File: config.mk
export PLATFORM = sky130hd
export DESIGN_NAME = opcode_alu_seq
export DESIGN_NICKNAME = d
export VERILOG_FILES = /design/src/rtl/opcode_alu_seq.sv
export SDC_FILE = /design/constraint.sdc
export NUM_CORES = 1
export LEC_CHECK = 0
export CAP_MARGIN = 15
export CELL_PAD_IN_SITES_DETAIL_PLACEMENT = 0
export CELL_PAD_IN_SITES_GLOBAL_PLACEMENT = 1
export CORE_MARGIN = 1.5
export CORE_UTILIZATION = 48
export CTS_CLUSTER_DIAMETER = 40
export DETAILED_ROUTE_END_ITERATION = 8
export HOLD_SLACK_MARGIN = 0.1
export PLACE_DENSITY = 0.85
export REMOVE_ABC_BUFFERS = 1
export SKIP_LAST_GASP = 1
export SYNTH_ARGS = -nofsm -noshare
export SYNTH_HDL_FRONTEND = slang
export SYNTH_SLANG_ARGS = --single-unit
File: constraint.sdc
create_clock -name clk -period 4.95 [get_ports clk]
set_input_delay 1.2375 -clock clk [delete_from_list [all_inputs] [get_ports clk]]
set_output_delay 1.2375 -clock clk [all_outputs]
set_load 0.05 [all_outputs]
File: src/rtl/opcode_alu_seq.sv
`default_nettype none
// ============================================================================
// Module      : opcode_alu_seq
// Description : Multi-cycle opcode ALU on unsigned WIDTH-bit operands.
//               op 0 add, op 1 subtract (one-cycle latency); op 2 multiply
//               (shift-add), op 3 quotient, op 4 remainder (restoring
//               divide), each taking WIDTH iterations. Any other op returns
//               the opcode itself. Divide/modulo by zero raises dz.
// Ports       : clk, rst            - clock, synchronous active-high reset
//               in_valid/in_ready   - operation handshake (op, a, b)
//               out_valid/out_ready - result handshake (d, dz)
//               busy                - iterating on multiply/divide
// Revision    : 1.0 - initial release
// ============================================================================
module opcode_alu_seq #(
  parameter int WIDTH = 12,
  parameter int OUT_W = 32,
  parameter int OP_W  = 4
) (
  input  logic             clk,
  input  logic             rst,
  input  logic             in_valid,
  output logic             in_ready,
  input  logic [OP_W-1:0]  op,
  input  logic [WIDTH-1:0] a,
  input  logic [WIDTH-1:0] b,
  output logic             out_valid,
  input  logic             out_ready,
  output logic [OUT_W-1:0] d,
  output logic             dz,
  output logic             busy
);

  localparam int CNT_W = $clog2(WIDTH + 1);
  localparam logic [CNT_W-1:0] C_CNT_INIT = CNT_W'(WIDTH);
  localparam logic [CNT_W-1:0] C_CNT_ONE  = CNT_W'(1);
  localparam logic [OP_W-1:0]  C_OP_ADD   = OP_W'(0);
  localparam logic [OP_W-1:0]  C_OP_SUB   = OP_W'(1);
  localparam logic [OP_W-1:0]  C_OP_MUL   = OP_W'(2);
  localparam logic [OP_W-1:0]  C_OP_DIV   = OP_W'(3);
  localparam logic [OP_W-1:0]  C_OP_MOD   = OP_W'(4);

  typedef enum logic [1:0] {
    S_IDLE = 2'd0,
    S_BUSY = 2'd1,
    S_DONE = 2'd2
  } state_t;

  state_t             r_state, w_state_next;
  logic [CNT_W-1:0]   r_cnt;
  logic [OP_W-1:0]    r_op;
  logic [WIDTH-1:0]   r_b;
  logic [OUT_W-1:0]   r_acc;     // multiply partial product
  logic [OUT_W-1:0]   r_mcand;   // multiplicand, shifted left each step
  logic [WIDTH-1:0]   r_mplier;  // multiplier, shifted right each step
  logic [WIDTH-1:0]   r_rem;     // divide partial remainder
  logic [WIDTH-1:0]   r_quo;     // dividend bits shift out, quotient bits shift in
  logic [OUT_W-1:0]   r_d;
  logic               r_dz;

  logic               w_multi;
  logic [OUT_W-1:0]   w_a_ext, w_b_ext, w_quick;
  logic [OUT_W-1:0]   w_acc_step;
  logic [WIDTH:0]     w_rem_sh;
  logic               w_ge;
  logic [WIDTH-1:0]   w_rem_step, w_quo_step;
  logic [OUT_W-1:0]   w_final;

  assign in_ready  = (r_state == S_IDLE) && !rst;
  assign out_valid = (r_state == S_DONE);
  assign busy      = (r_state == S_BUSY);
  assign d         = r_d;
  assign dz        = r_dz;

  assign w_multi = (op == C_OP_MUL) || (op == C_OP_DIV) || (op == C_OP_MOD);
  assign w_a_ext = {{(OUT_W-WIDTH){1'b0}}, a};
  assign w_b_ext = {{(OUT_W-WIDTH){1'b0}}, b};

  always_comb begin
    w_quick = {{(OUT_W-OP_W){1'b0}}, op};
    if (op == C_OP_ADD)      w_quick = w_a_ext + w_b_ext;
    else if (op == C_OP_SUB) w_quick = w_a_ext - w_b_ext;
  end

  // One shift-add multiply step and one restoring divide step run in
  // parallel every BUSY cycle; r_op picks which result is kept.
  assign w_acc_step = r_mplier[0] ? (r_acc + r_mcand) : r_acc;
  assign w_rem_sh   = {r_rem, r_quo[WIDTH-1]};
  assign w_ge       = (w_rem_sh >= {1'b0, r_b});
  // The remainder stays below the divisor, so the difference fits WIDTH bits.
  // With a zero divisor every step subtracts nothing: the quotient fills
  // with ones and the remainder ends up equal to the dividend.
  assign w_rem_step = w_ge ? WIDTH'(w_rem_sh - {1'b0, r_b}) : w_rem_sh[WIDTH-1:0];
  assign w_quo_step = {r_quo[WIDTH-2:0], w_ge};

  always_comb begin
    w_final = {{(OUT_W-WIDTH){1'b0}}, w_rem_step};
    if (r_op == C_OP_MUL)      w_final = w_acc_step;
    else if (r_op == C_OP_DIV) w_final = {{(OUT_W-WIDTH){1'b0}}, w_quo_step};
  end

  always_comb begin
    w_state_next = r_state;
    case (r_state)
      S_IDLE:  if (in_valid) w_state_next = w_multi ? S_BUSY : S_DONE;
      S_BUSY:  if (r_cnt == C_CNT_ONE) w_state_next = S_DONE;
      S_DONE:  if (out_ready) w_state_next = S_IDLE;
      default: w_state_next = S_IDLE;
    endcase
  end

  always_ff @(posedge clk) begin
    if (rst) begin
      r_state  <= S_IDLE;
      r_cnt    <= '0;
      r_op     <= '0;
      r_b      <= '0;
      r_acc    <= '0;
      r_mcand  <= '0;
      r_mplier <= '0;
      r_rem    <= '0;
      r_quo    <= '0;
      r_d      <= '0;
      r_dz     <= 1'b0;
    end else begin
      r_state <= w_state_next;
      case (r_state)
        S_IDLE: begin
          if (in_valid) begin
            r_op     <= op;
            r_b      <= b;
            r_acc    <= '0;
            r_mcand  <= w_a_ext;
            r_mplier <= b;
            r_rem    <= '0;
            r_quo    <= a;
            r_cnt    <= C_CNT_INIT;
            r_dz     <= ((op == C_OP_DIV) || (op == C_OP_MOD)) && (b == '0);
            if (!w_multi) r_d <= w_quick;
          end
        end
        S_BUSY: begin
          r_acc    <= w_acc_step;
          r_mcand  <= r_mcand << 1;
          r_mplier <= r_mplier >> 1;
          r_rem    <= w_rem_step;
          r_quo    <= w_quo_step;
          r_cnt    <= r_cnt - C_CNT_ONE;
          if (r_cnt == C_CNT_ONE) r_d <= w_final;
        end
        default: ;
      endcase
    end
  end

endmodule
`default_nettype wire

==> results of run 1 <==
tightest hold or removal path, delay by kind of cell (launching register included):
kind,cells,cell delay [ns]
AO/OA/AOI/OAI,1,0.05
AND/OR/NAND/NOR,1,0.05
flip-flops,1,0.31
layout make-up:
| type | count | area (sq um) |
|---|---|---|
| Fill cell | 1967 | 8836 |
| Multi-Input combinational cell | 999 | 6270 |
| Sequential cell | 155 | 3103 |
| Timing Repair Buffer | 91 | 848.3 |
| Clock buffer | 19 | 432.9 |
| Tap cell | 270 | 337.8 |
| Inverter | 58 | 217.7 |
| Clock inverter | 11 | 123.9 |
logic make-up after synthesis:
group | after synthesis | synth area share
AOI/OAI and AO/OA | 440 | 0.2859
xor gates and xnor gates | 34 | 0.03023
adders and majority gates | 73 | 0.09576
buffers and inverters | 130 | 0.05016
DFF | 155 | 0.3150
muxes | 18 | 0.01930
and+or+nand+nor | 434 | 0.2037
flip-flops by register name, indices dropped and copies added (netlist names), 4 cells and up:
register and cells:
r_rem 12, r_op 4, r_acc 32, r_cnt 4, r_b 12, r_mplier 12, r_quo 12, r_mcand 32
d 32
worst max path at each step:
stage               depth (start not counted)               startpoint                     to
CTS                                        12                     a[0]     d[21]$_SDFFE_PP0P_
floorplan                                   5  r_state[1]$_SDFFE_PP0P_  r_rem[8]$_SDFFE_PP0P_
detailed placement                         12                     a[0]     d[21]$_SDFFE_PP0P_
global route                               12                     a[0]     d[21]$_SDFFE_PP0P_
global placement                           12                     a[0]     d[21]$_SDFFE_PP0P_
finish                                     12                     a[0]     d[17]$_SDFFE_PP0P_
where the power goes:
group          total (W)  internal [W]  leakage [nW]  switching [W]
sequential       0.00135       0.00131          1.26      0.0000439
clock            0.00129      0.000737         0.265       0.000551
combinational   0.000762      0.000267          2.91       0.000495
total            0.00340       0.00231          4.44        0.00109
metrics by stage:
stage	hold WS [ns]	setup WS [ns]	setup TNS, ns
floorplan	0.4271	-0.1980	-5.134
global placement	0.4391	0.6933	0
detailed placement	0.4484	0.6390	0
CTS	0.4563	1.077	0
global route	0.4722	0.8018	0
finish	0.4566	1.081	0
cells in the mapped netlist, drive strengths merged, types with 4 or more instances:
cell type	n	share of area
inv	58	0.022
a211oi	30	0.023
a211o	10	0.0089
o21ai	84	0.043
a21boi	5	0.0038
nor4	6	0.0053
a21oi	138	0.070
clkbuf	59	0.022
mux2	8	0.0091
o31ai	7	0.0058
nand3	52	0.026
a22oi	17	0.013
nor3	24	0.012
buf	13	0.0056
a31o	5	0.0044
a32oi	10	0.0089
or3	19	0.013
fa	4	0.0081
xor2	11	0.0098
xnor2	23	0.020
ha	69	0.088
a31oi	40	0.025
nor2	95	0.036
nand2	171	0.065
o21a	13	0.0099
and2	6	0.0038
a221oi	4	0.0036
o2111ai	5	0.0044
nor3b	4	0.0036
and3	10	0.0064
o211ai	10	0.0076
nor2b	13	0.0083
o31a	4	0.0036
mux2i	10	0.010
a21o	23	0.018
dfxtp	155	0.31
o21bai	6	0.0046
nand2b	14	0.0089
nand4	7	0.0044
layer usage:
layer / wire (um) / global-route usage / vias to the layer above
met2: 14440 / 0.4834 / 269
met4: 793 / 0.1040 / 0
met3: 1457 / 0.03344 / 58
li1: - / - / 4743
met1: 13910 / 0.3748 / 4557
met5: 0 / 0 / -
==> summary.txt, run 1 <==
Ys Warns - 0
Worst-Skew Late Latency - 0.43 ns
Row cnt - 52
Status - completed
Area growth from synthesis to layout - 15.04%
Largest net degree at the start of global routing - 77
CP delay by family, top - compound AO/OA/AOI/OAI gates
I/O pin count - 68
Worst reg2reg path startpoint - r_b[4]$_SDFFE_PP0P_
WS Path Type - input pin to register
Top FF cell, synth - dfxtp_1
CTS tree - yes
Final instance area - 11330 sq um
Resized cells post-CTS - 0
Pins Over Slew Limit - 0
Vias - 9627
Leak - 4.439 nW
Post-synthesis sequential area ratio - 0.3150
Die Ht - 146.3 um
Reg2Reg Setup Slack - 1.79 ns
Maximum VDD drop - 242.8 uV
Hold Path End - r_b[7]$_SDFFE_PP0P_
Initial Utilization - 0.4885
Nets - 1427
Vias in the first global route - 9067
Slowest CP cell - clkdlybuf4s50_1
Core area - 20170 sq um
Post-Syn Area - 9852 sq um
Vias per std cell - 6.006
Post-route ant nets - 0
Final Util - 0.5619
Commonest non-fill, non-tap cell in the layout - nand2_1
Cell Count, Final, Fillers Out - 1603
Crit Path Max Fanout - 12
Fmax - 0.2584 GHz
Grt total ovfl - 0
Crit share post-route - 0.7817
H-tree levels - 4
Deepest clock path buffer count - 2
Yosys reg bits - 155
Cell Chain, Critical Path - clkdlybuf4s50_1, inv_1, ha_1, fa_1, nor2b_1, o31a_1, o211ai_1, a211oi_1, o21ai_1, a21o_1, a221oi_1, nor2_1
First-pass GRT wire length - 48400 um
Dpl cells - 1573
Tot Pwr - 0.003403 W
Avg WL per Cell - 19.09 um
Final Hold Viols - 0
CP Capture Type - register
Post-DP Area - 10780 sq um
Initial antenna violation count - 0
DPL Wire Length - 22020 um
Reg2reg end - d[5]$_SDFFE_PP0P_
Layout cells sized above 1 - 0.05926
Worst Hold Class - register to register
Gr usage total - 0.2857
PwrDens - 300.3 nW/um^2
Reg clk slew, reported paths - 0.07 ns
Min-delay src - r_b[7]$_SDFFE_PP0P_
Netlist cell types - 76
Slew margin rel. - 0.3935
Root buffer cell - clkbuf_16
Number of hold buffers added after CTS - 0
Commonest non-fill, non-tap cells in the layout - nand2_1 (171), dfxtp_1 (155), a21oi_1 (137)
Die Area - 21390 sq um
WP data required - 5.26 ns
Post-route DRC - 0
Synthesized area per cell - 7.673 sq um
DR pass1 iterations - 5
CP peak stage delay - 0.52 ns
Die X - 146.3 um
Max-cap violations - 0
Post-CTS setup buffers - 0
DRT iter0 DRCs - 725
Critical path launch point type - input pin
Worst endpoint data arrival time - 4.18 ns
CTS sink cnt - 155
CTS buffer count - 17
FF-to-FF path depth - 9
RePlAce Congestion - 0.9309
Buf/Inv on CP - 2
Min Tclk post-route - 3.869 ns
Port Buffer Count - 67
Async set-or-reset flop fraction in the synthesized netlist - 0
Post-Route Skew - 0.009873 ns
Wirelength, routed - 30590 um
Finish-stage setup viols - 0
RSZ-0062 raised after global routing - false
Post-synth EDFFs - 0
Inserted Diodes - 0
Slew @ Worst Pin - 0.9097 ns
Hold path depth - 2
Synth Instances - 1284
(Power assumes the default switching activity.)
==> inputs of run 2 (changes only) <==
--- a/config.mk
+++ b/config.mk
@@ -9,11 +9,11 @@
 export CELL_PAD_IN_SITES_DETAIL_PLACEMENT = 0
 export CELL_PAD_IN_SITES_GLOBAL_PLACEMENT = 1
 export CORE_MARGIN = 1.5
-export CORE_UTILIZATION = 48
+export CORE_UTILIZATION = 45
 export CTS_CLUSTER_DIAMETER = 40
 export DETAILED_ROUTE_END_ITERATION = 8
 export HOLD_SLACK_MARGIN = 0.1
-export PLACE_DENSITY = 0.85
+export PLACE_DENSITY = 0.81
 export REMOVE_ABC_BUFFERS = 1
 export SKIP_LAST_GASP = 1
 export SYNTH_ARGS = -nofsm -noshare
==> constraint.sdc (replaced) <==
create_clock -name clk -period 3.8 [get_ports clk]
set_input_delay 0.95 -clock clk [delete_from_list [all_inputs] [get_ports clk]]
set_output_delay 0.95 -clock clk [all_outputs]
set_load 0.05 [all_outputs]
==> run 2 against run 1 <==
Cell count increased by 2.2%. Register-to-register slack worse by 1.1 ns. Cell area is 2.8% higher. Flip-flop and latch count unchanged. Sequential power is 31% higher. Largest cell class unchanged. Critical path depth rose by 1. First-iteration DRC count decreased by 15%. Sequential share of layout area fell by 0.74 points. Critical path type unchanged. Routed wire length up 4.6%.
==> summary.txt, run 2 (synthesis gave the netlist of run 1 again) <==
RSZ-0062 raised after global routing - false
Row cnt - 53
Worst Hold Class - register to register
Sw Ratio - 0.3250
H-tree levels - 4
Leak - 4.618 nW
Commonest non-fill, non-tap cell in the layout - nand2_1
Finish-stage setup viols - 0
Layout cells sized above 1 - 0.08284
Comb pwr share - 0.226
Clock network power share - 0.387
Final Util - 0.5489
Initial Utilization - 0.4643
Final Hold Viols - 0
Maximum VDD drop - 243.3 uV
Post-route DRC - 0
CTS buffer count - 17
WP data required - 4.13 ns
Area growth from synthesis to layout - 18.22%
WS Path Type - input pin to register
Avg WL per Cell - 19.53 um
Crit share post-route - 0.9296
Post-route ant nets - 0
PwrDens - 392.9 nW/um^2
Reg2Reg Setup Slack - 0.72 ns
Status - completed
Post-Route Skew - 0.01767 ns
Slew margin rel. - 0.4334
Die X - 151.0 um
Inserted Diodes - 0
Vias in the first global route - 9096
CTS sink cnt - 155
Crit Path Max Fanout - 12
Vias per std cell - 5.956
RePlAce Congestion - 0.9020
Root buffer cell - clkbuf_16
Gr usage total - 0.2876
DPL Wire Length - 23220 um
Max-cap violations - 0
Nets - 1456
CTS tree - yes
Fmax - 0.2831 GHz
Sw Pwr - 0.001487 W
Port Buffer Count - 67
Final setup TNS - 0 ns
Largest net degree at the start of global routing - 74
Slew @ Worst Pin - 0.8467 ns
Final instance area - 11650 sq um
Commonest non-fill, non-tap cells in the layout - nand2_1 (171), dfxtp_1 (155), a21oi_1 (137)
Wirelength, routed - 32010 um
Die Ht - 151.0 um
Pint - 0.003089 W
Die Area - 22790 sq um
Grt total ovfl - 0
Setup ws final - 0.2677 ns
DRT iter0 DRCs - 615
DP Worst Slack - -0.1628 ns
Vias - 9762
Reg clk slew, reported paths - 0.07 ns
Dpl cells - 1607
Post-DP Area - 11050 sq um
Initial antenna violation count - 0
Number of hold buffers added after CTS - 0
DR pass1 iterations - 5
Deepest clock path buffer count - 2
Resized cells post-CTS - 0
Core area - 21220 sq um
Cell Count, Final, Fillers Out - 1639
Worst endpoint data arrival time - 3.86 ns
Critical path launch point type - input pin
Post-CTS setup buffers - 0
I/O pin count - 68
First-pass GRT wire length - 50330 um
Min Tclk post-route - 3.532 ns
CP Capture Type - register
Pins Over Slew Limit - 0
Worst-Skew Late Latency - 0.45 ns
Sequential share of power - 0.387
==> run 2: changes by cell type in the layout (fill, tap and decap cells not counted), sizes merged <==
cell	before	now
buf	25	55
inv	59	64
clkinv	5	3
clkbuf	19	18
clkdlybuf4s50	66	65
==> run 2: worst paths after layout <==
kind,start,end,depth (start not counted)
worst min-delay path,r_b[8]$_SDFFE_PP0P_,r_b[8]$_SDFFE_PP0P_,2
worst min register to register,r_b[8]$_SDFFE_PP0P_,r_b[8]$_SDFFE_PP0P_,2
worst max-delay path,a[0],d[21]$_SDFFE_PP0P_,13
worst max register to register,r_mcand[0]$_SDFFE_PP0P_,d[28]$_SDFFE_PP0P_,10
==> run 2: critical path, stage by stage <==
cell             delay, ns
clkdlybuf4s50_1       0.48
inv_1                 0.05
ha_1                  0.21
fa_1                  0.40
nor2b_1               0.16
o31a_1                0.17
o211ai_1              0.16
a211oi_1              0.29
buf_4                 0.16
o21ai_1               0.09
a21o_1                0.35
a221oi_1              0.31
nor2_1                0.08
==> run 2: through the flow <==
step                hold slack [ns]  power (W)
finish                       0.4622   0.004577
global placement             0.4405   0.002831
global route                 0.4816   0.004768
detailed placement           0.4510   0.002831
CTS                          0.4607   0.004596
floorplan                    0.4271   0.002412
==> run 2: power by group through the flow <==
stage / clock network, W / logic [W] / registers, W
finish: 0.00177 / 0.00104 / 0.00177
global route: 0.00186 / 0.00113 / 0.00178
CTS: 0.00179 / 0.00103 / 0.00177
detailed placement: 0 / 0.00103 / 0.00180
global placement: 0 / 0.00103 / 0.00180
floorplan: 0 / 0.000516 / 0.00190
==> run 2: area by class of cell <==
cell class | instances | area [sq um]
clock buffer | 18 | 439.2
clock inverter | 14 | 160.2
fill | 2106 | 9573
inverter | 58 | 217.7
multi-input combinational | 999 | 6270
sequential | 155 | 3103
tap | 275 | 344.1
timing repair buffer | 120 | 1114
==> run 2: per-layer routing <==
layer | GRT usage | part of all wire
met5 | 0 | 0
met4 | 0.08835 | 0.022
met3 | 0.03916 | 0.049
met2 | 0.4893 | 0.48
met1 | 0.3766 | 0.45
